`config.mk`:
```
export PLATFORM = sky130hd
export DESIGN_NAME = lsu_subword
export DESIGN_NICKNAME = d
export VERILOG_FILES = /design/src/rtl/lsu_subword.sv
export SDC_FILE = /design/constraint.sdc
export NUM_CORES = 1
export LEC_CHECK = 0
export CORE_MARGIN = 4
export CORE_UTILIZATION = 48
export CTS_CLUSTER_SIZE = 30
export DETAILED_ROUTE_END_ITERATION = 8
export PLACE_DENSITY = 0.92
export SLEW_MARGIN = 15
export SYNTH_ARGS = -nofsm -noshare
export SYNTH_HDL_FRONTEND = slang
export SYNTH_SLANG_ARGS = --single-unit
```
`constraint.sdc`:
```
create_clock -name clk -period 4.1 [get_ports clk]
set_input_delay 0.82 -clock clk [delete_from_list [all_inputs] [get_ports clk]]
set_output_delay 0.82 -clock clk [all_outputs]
set_load 0.02 [all_outputs]
```
`src/rtl/lsu_subword.sv`:
```
// lsu_subword: turns CPU byte/half/word loads and stores into aligned word
// accesses on a word-only data memory; sub-word stores are read-modify-write.
// Ports: clk, rstn (async active-low)
//   CPU side : req, we, size, sign_ext, addr, wdata -> rdata, busy, done, err
//   Mem side : mem_we, mem_addr, mem_din -> memory; mem_dout <- memory (1-cycle read)
module lsu_subword #(
  parameter int MEM_WORDS = 64
) (
  input  logic        clk,
  input  logic        rstn,
  input  logic        req,
  input  logic        we,
  input  logic [1:0]  size,
  input  logic        sign_ext,
  input  logic [31:0] addr,
  input  logic [31:0] wdata,
  output logic [31:0] rdata,
  output logic        busy,
  output logic        done,
  output logic        err,
  output logic        mem_we,
  output logic [31:0] mem_addr,
  output logic [31:0] mem_din,
  input  logic [31:0] mem_dout
);

  localparam logic [1:0] SZ_B = 2'b00;
  localparam logic [1:0] SZ_H = 2'b01;
  localparam logic [1:0] SZ_W = 2'b10;

  // Completion is not a held state: done/err are registered on the
  // way back to IDLE, so a new request can land in the done cycle.
  typedef enum logic [1:0] {
    IDLE,
    RD,
    EXT,
    WR
  } state_t;

  state_t      state_q, state_d;
  logic        we_q, we_d;
  logic [1:0]  size_q, size_d;
  logic        sx_q, sx_d;
  logic [1:0]  off_q, off_d;
  logic [31:0] wdata_q, wdata_d;
  logic [31:0] maddr_q, maddr_d;
  logic [31:0] rdata_q, rdata_d;
  logic        done_q, done_d;
  logic        err_q, err_d;

  logic        bad;
  logic [4:0]  sh_b;
  logic [4:0]  sh_h;
  logic [7:0]  byte_v;
  logic [15:0] half_v;
  logic [31:0] ld_ext;
  logic [31:0] mask;
  logic [31:0] ins;
  logic [31:0] merged;

  assign bad = (size == 2'b11)
             | ((size == SZ_H) & addr[0])
             | ((size == SZ_W) & (|addr[1:0]))
             | (addr[31:2] >= 30'(MEM_WORDS));

  assign sh_b   = {off_q, 3'b000};
  assign sh_h   = {off_q[1], 4'b0000};
  assign byte_v = 8'(mem_dout >> sh_b);
  assign half_v = off_q[1] ? mem_dout[31:16] : mem_dout[15:0];

  always_comb begin
    ld_ext = mem_dout;
    unique case (1'b1)
      (size_q == SZ_B): ld_ext = {{24{sx_q & byte_v[7]}}, byte_v};
      (size_q == SZ_H): ld_ext = {{16{sx_q & half_v[15]}}, half_v};
      default:          ld_ext = mem_dout;
    endcase
  end

  // Lane replace for RMW stores: old word from memory, new lane from CPU.
  always_comb begin
    if (size_q == SZ_B) begin
      mask = 32'h0000_00ff << sh_b;
      ins  = {24'd0, wdata_q[7:0]} << sh_b;
    end else begin
      mask = 32'h0000_ffff << sh_h;
      ins  = {16'd0, wdata_q[15:0]} << sh_h;
    end
    merged = (mem_dout & ~mask) | (ins & mask);
  end

  always_comb begin
    state_d = state_q;
    we_d    = we_q;
    size_d  = size_q;
    sx_d    = sx_q;
    off_d   = off_q;
    wdata_d = wdata_q;
    maddr_d = maddr_q;
    rdata_d = rdata_q;
    done_d  = 1'b0;
    err_d   = 1'b0;
    unique case (state_q)
      IDLE: begin
        if (req) begin
          we_d    = we;
          size_d  = size;
          sx_d    = sign_ext;
          off_d   = addr[1:0];
          wdata_d = wdata;
          if (bad) begin
            done_d = 1'b1;
            err_d  = 1'b1;
          end else begin
            maddr_d = {addr[31:2], 2'b00};
            state_d = (we && size == SZ_W) ? WR : RD;
          end
        end
      end
      RD: state_d = we_q ? WR : EXT;
      EXT: begin
        rdata_d = ld_ext;
        done_d  = 1'b1;
        state_d = IDLE;
      end
      WR: begin
        done_d  = 1'b1;
        state_d = IDLE;
      end
    endcase
  end

  always_ff @(posedge clk or negedge rstn) begin
    if (!rstn) begin
      state_q <= IDLE;
      we_q    <= 1'b0;
      size_q  <= 2'b00;
      sx_q    <= 1'b0;
      off_q   <= 2'b00;
      wdata_q <= '0;
      maddr_q <= '0;
      rdata_q <= '0;
      done_q  <= 1'b0;
      err_q   <= 1'b0;
    end else begin
      state_q <= state_d;
      we_q    <= we_d;
      size_q  <= size_d;
      sx_q    <= sx_d;
      off_q   <= off_d;
      wdata_q <= wdata_d;
      maddr_q <= maddr_d;
      rdata_q <= rdata_d;
      done_q  <= done_d;
      err_q   <= err_d;
    end
  end

  assign rdata    = rdata_q;
  assign done     = done_q;
  assign err      = err_q;
  assign busy     = (state_q != IDLE);
  assign mem_we   = (state_q == WR);
  assign mem_addr = maddr_q;
  assign mem_din  = (state_q != WR) ? 32'd0
                  : (size_q == SZ_W) ? wdata_q : merged;

endmodule

```
==> results.sh <==
export IMPL_arrival_ps=3000
export IMPL_via_per_inst=5.61
export IMPL_power_uw=2360
export IMPL_syn_to_final_growth_pct=43.0
export IMPL_post_route_min_period_ps=3820
export IMPL_die_w_um=114
export IMPL_gp_congestion=0.938
export IMPL_postRouteAntennaNets=0
export IMPL_finalSetupTns_ps=0
export IMPL_synthFlopType="dfrtp_1"
export IMPL_design_core_area_mm2=0.0109
export IMPL_wl_mm=18.4
export IMPL_dp_slack_ps=695
export IMPL_startpoint_type="register"
export IMPL_async_flop_share=1.00
export IMPL_rr_worst_depth=5
export IMPL_post_cts_buffers=0
export IMPL_setup_slack_ps=283
export IMPL_post_dp_hpwl_mm=14.1
export IMPL_initial_core_util=0.494
export IMPL_numPortBuffers=200
export IMPL_drt_first_pass_iters=6
export IMPL_period_share=0.931
export IMPL_r2r_slack_ps=1870
export IMPL_cap_violations=0
export IMPL_yosysTopAreaCell="dfrtp_1"
export IMPL_grt_first_pass_wirelength_mm=28.7
export IMPL_cts_buffer_depth=2
export IMPL_rsz0062_at_grt="false"
export IMPL_synth_common_cells="nand2_1 (169), dfrtp_1 (104), nor2_1 (58), a21oi_1 (51), o21ai_0 (34)"
export IMPL_die_h_um=114
export IMPL_clkTransAtPathRegs_ps=100
export IMPL_ys_seq_area_frac=0.484
export IMPL_leakage_uw=0.00343
export IMPL_holdBufCountCts=0
export IMPL_syn_cell_area_mm2=0.00538
export IMPL_worstReg2RegEnd="rdata[17]"
export IMPL_fill_cells=836
export IMPL_finalMaxSlewViolations=0
export IMPL_htree_levels=3
export IMPL_grt_pass1_vias=5558
export IMPL_num_vias=5301
export IMPL_cts_resized=0
export IMPL_grt_start_max_net_pins=76
export IMPL_required_ps=3280
export IMPL_cp_slowest_cell="clkdlybuf4s50_1"
export IMPL_dieArea_mm2=0.0130
export IMPL_tightest_slew_ps=943
export IMPL_remaining_drc_errors=0
export IMPL_synth_top_cell_area_share=0.484
export IMPL_clk_latency_ps=370
export IMPL_hp_class="reg -> reg"
export IMPL_synth_most_common_cell="nand2_1"
export IMPL_crit_fanout=17
export IMPL_grt_remaining_overflow=0
export IMPL_synth_edf_count=0
export IMPL_grt_antenna_before_repair=0
export IMPL_diodes=0
export IMPL_cts_made_buffers=9
export IMPL_synth_seq_cells=104
export IMPL_outcome="completed"
export IMPL_fin_nets=903
export IMPL_clock_skew_ps=14.3
export IMPL_avgSynthCellArea_um2=8.66
export IMPL_wl_per_cell_um=19.4
export IMPL_drive_gt1_frac=0.0559
export IMPL_slowest_delay_ps=630
export IMPL_ys_warn_count=0
export IMPL_whs_endpoint="wdata_q[24]"
export IMPL_ioPinCount=203
export IMPL_criticalPathCategory="reg -> out"
export IMPL_irDropWorstVdd_uv=227
export IMPL_ys_top_cells_by_area="dfrtp_1 (48%), nand2_1 (12%), a21oi_1 (4.7%)"
export IMPL_yosysUniqueCellTypes=41
export IMPL_clock_sinks=104
export IMPL_hp_start="wdata_q[24]"
export IMPL_grt_use_total=0.285
export IMPL_fmax_mhz=262
export IMPL_final_hold_viol_count=0
export IMPL_root_buffer="clkbuf_8"
export IMPL_critical_path_endpoint_type="output port"
export IMPL_slew_headroom=0.372
export IMPL_first_iter_violations=526
export IMPL_hold_path_depth=2
export IMPL_postPlaceCellArea_mm2=0.00745
export IMPL_tritoncts="built"
export IMPL_finish_instance_area_mm2=0.00769
export IMPL_synth_cells=621
export IMPL_setup_viol=0
export IMPL_powerDensity_mw_per_mm2=307
export IMPL_timing_rr_start="off_q[1]"
export IMPL_worstPathCellList="or2_1 -> o21ai_1 -> o211ai_1 -> a21oi_1 -> clkdlybuf4s50_1"
export IMPL_fp_row_count=38
-- worst max-delay path by stage --
stage,start,to,depth (start not counted)
2_1_floorplan,size_q[0],mem_din[16],5
3_3_place_gp,mem_dout[14],mem_din[14],5
3_5_place_dp,size_q[0],mem_din[15],5
4_1_cts,size_q[0],mem_din[15],5
5_1_grt,size_q[0],mem_din[15],5
6_report,size_q[0],mem_din[15],5
-- layout by cell type (no fill, tap or decap), types with 2 or more instances in the layout --
cell type,count
a211o_1,7
a211oi_1,8
a21oi_1,51
and3b_1,7
buf_4,16
bufinv_16,3
clkbuf_1,4
clkbuf_8,9
clkdlybuf4s50_1,199
conb_1,2
dfrtp_1,104
inv_1,4
mux2_1,5
mux2_2,2
mux2i_1,20
nand2_1,169
nand2b_1,3
nor2_1,58
nor2b_1,26
nor3_1,2
nor4_1,6
o211ai_1,25
o21a_1,7
o21ai_0,34
o21ai_4,2
o21bai_1,9
o22ai_2,7
-- cells by family after synthesis --
group / after synthesis / synth area share
AOI/OAI and AO/OA: 156 / 0.190
muxes: 28 / 0.0561
and+or+nand+nor: 279 / 0.224
buffers and inverters: 53 / 0.0451
DFF: 104 / 0.484
other: 1 / 0.000697
-- metrics by stage --
| stage | std cells | utilization | hold WS, ps |
|---|---|---|---|
| after floorplan | 622 | - | 446 |
| after global placement | 929 | 0.684 | 460 |
| after detailed placement | 929 | 0.684 | 463 |
| after CTS | 945 | 0.705 | 485 |
| after global routing | 945 | 0.706 | 510 |
| final | 945 | 0.706 | 485 |
-- registers in the layout (all words and copies together), names as in the netlist --
register	cells
done	1
err	1
mem_addr	30
off_q	2
rdata	32
size_q	2
state_q	2
sx_q	1
wdata_q	32
we_q	1
-- cell type report --
type / instances / area [um2] / area share
Sequential cell: 104 / 2600 / 0.339
Multi-Input combinational cell: 465 / 2550 / 0.332
Timing Repair Buffer: 215 / 2110 / 0.275
Tap cell: 140 / 175 / 0.0228
Clock buffer: 13 / 139 / 0.0181
Clock inverter: 3 / 90.1 / 0.0117
Inverter: 5 / 18.8 / 0.00244
-- metal layers --
| metal | part of all wire | wire (um) | up-vias | track usage |
|---|---|---|---|---|
| met1 | 0.38 | 7040 | 2512 | 0.348 |
| li1 | - | - | 2455 | - |
| met2 | 0.48 | 8860 | 296 | 0.481 |
| met4 | 0.029 | 524 | 0 | 0.106 |
| met5 | 0 | 0 | - | 0 |
| met3 | 0.11 | 1930 | 38 | 0.0796 |
-- where the power goes --
| group | internal [uW] | total [uW] | switching (uW) |
|---|---|---|---|
| Sequential | 1070 | 1130 | 50.4 |
| Clock | 407 | 747 | 340 |
| Combinational | 224 | 490 | 266 |
-- worst max-delay path: cells and delay by family (launching register included) --
| family | cells | cell delay (ps) |
|---|---|---|
| AOI/OAI and AO/OA | 3 | 960 |
| DFF | 1 | 550 |
| buffers and inverters | 1 | 630 |
| and+or+nand+nor | 1 | 490 |
No activity file was read; power rests on OpenSTA's default activity.
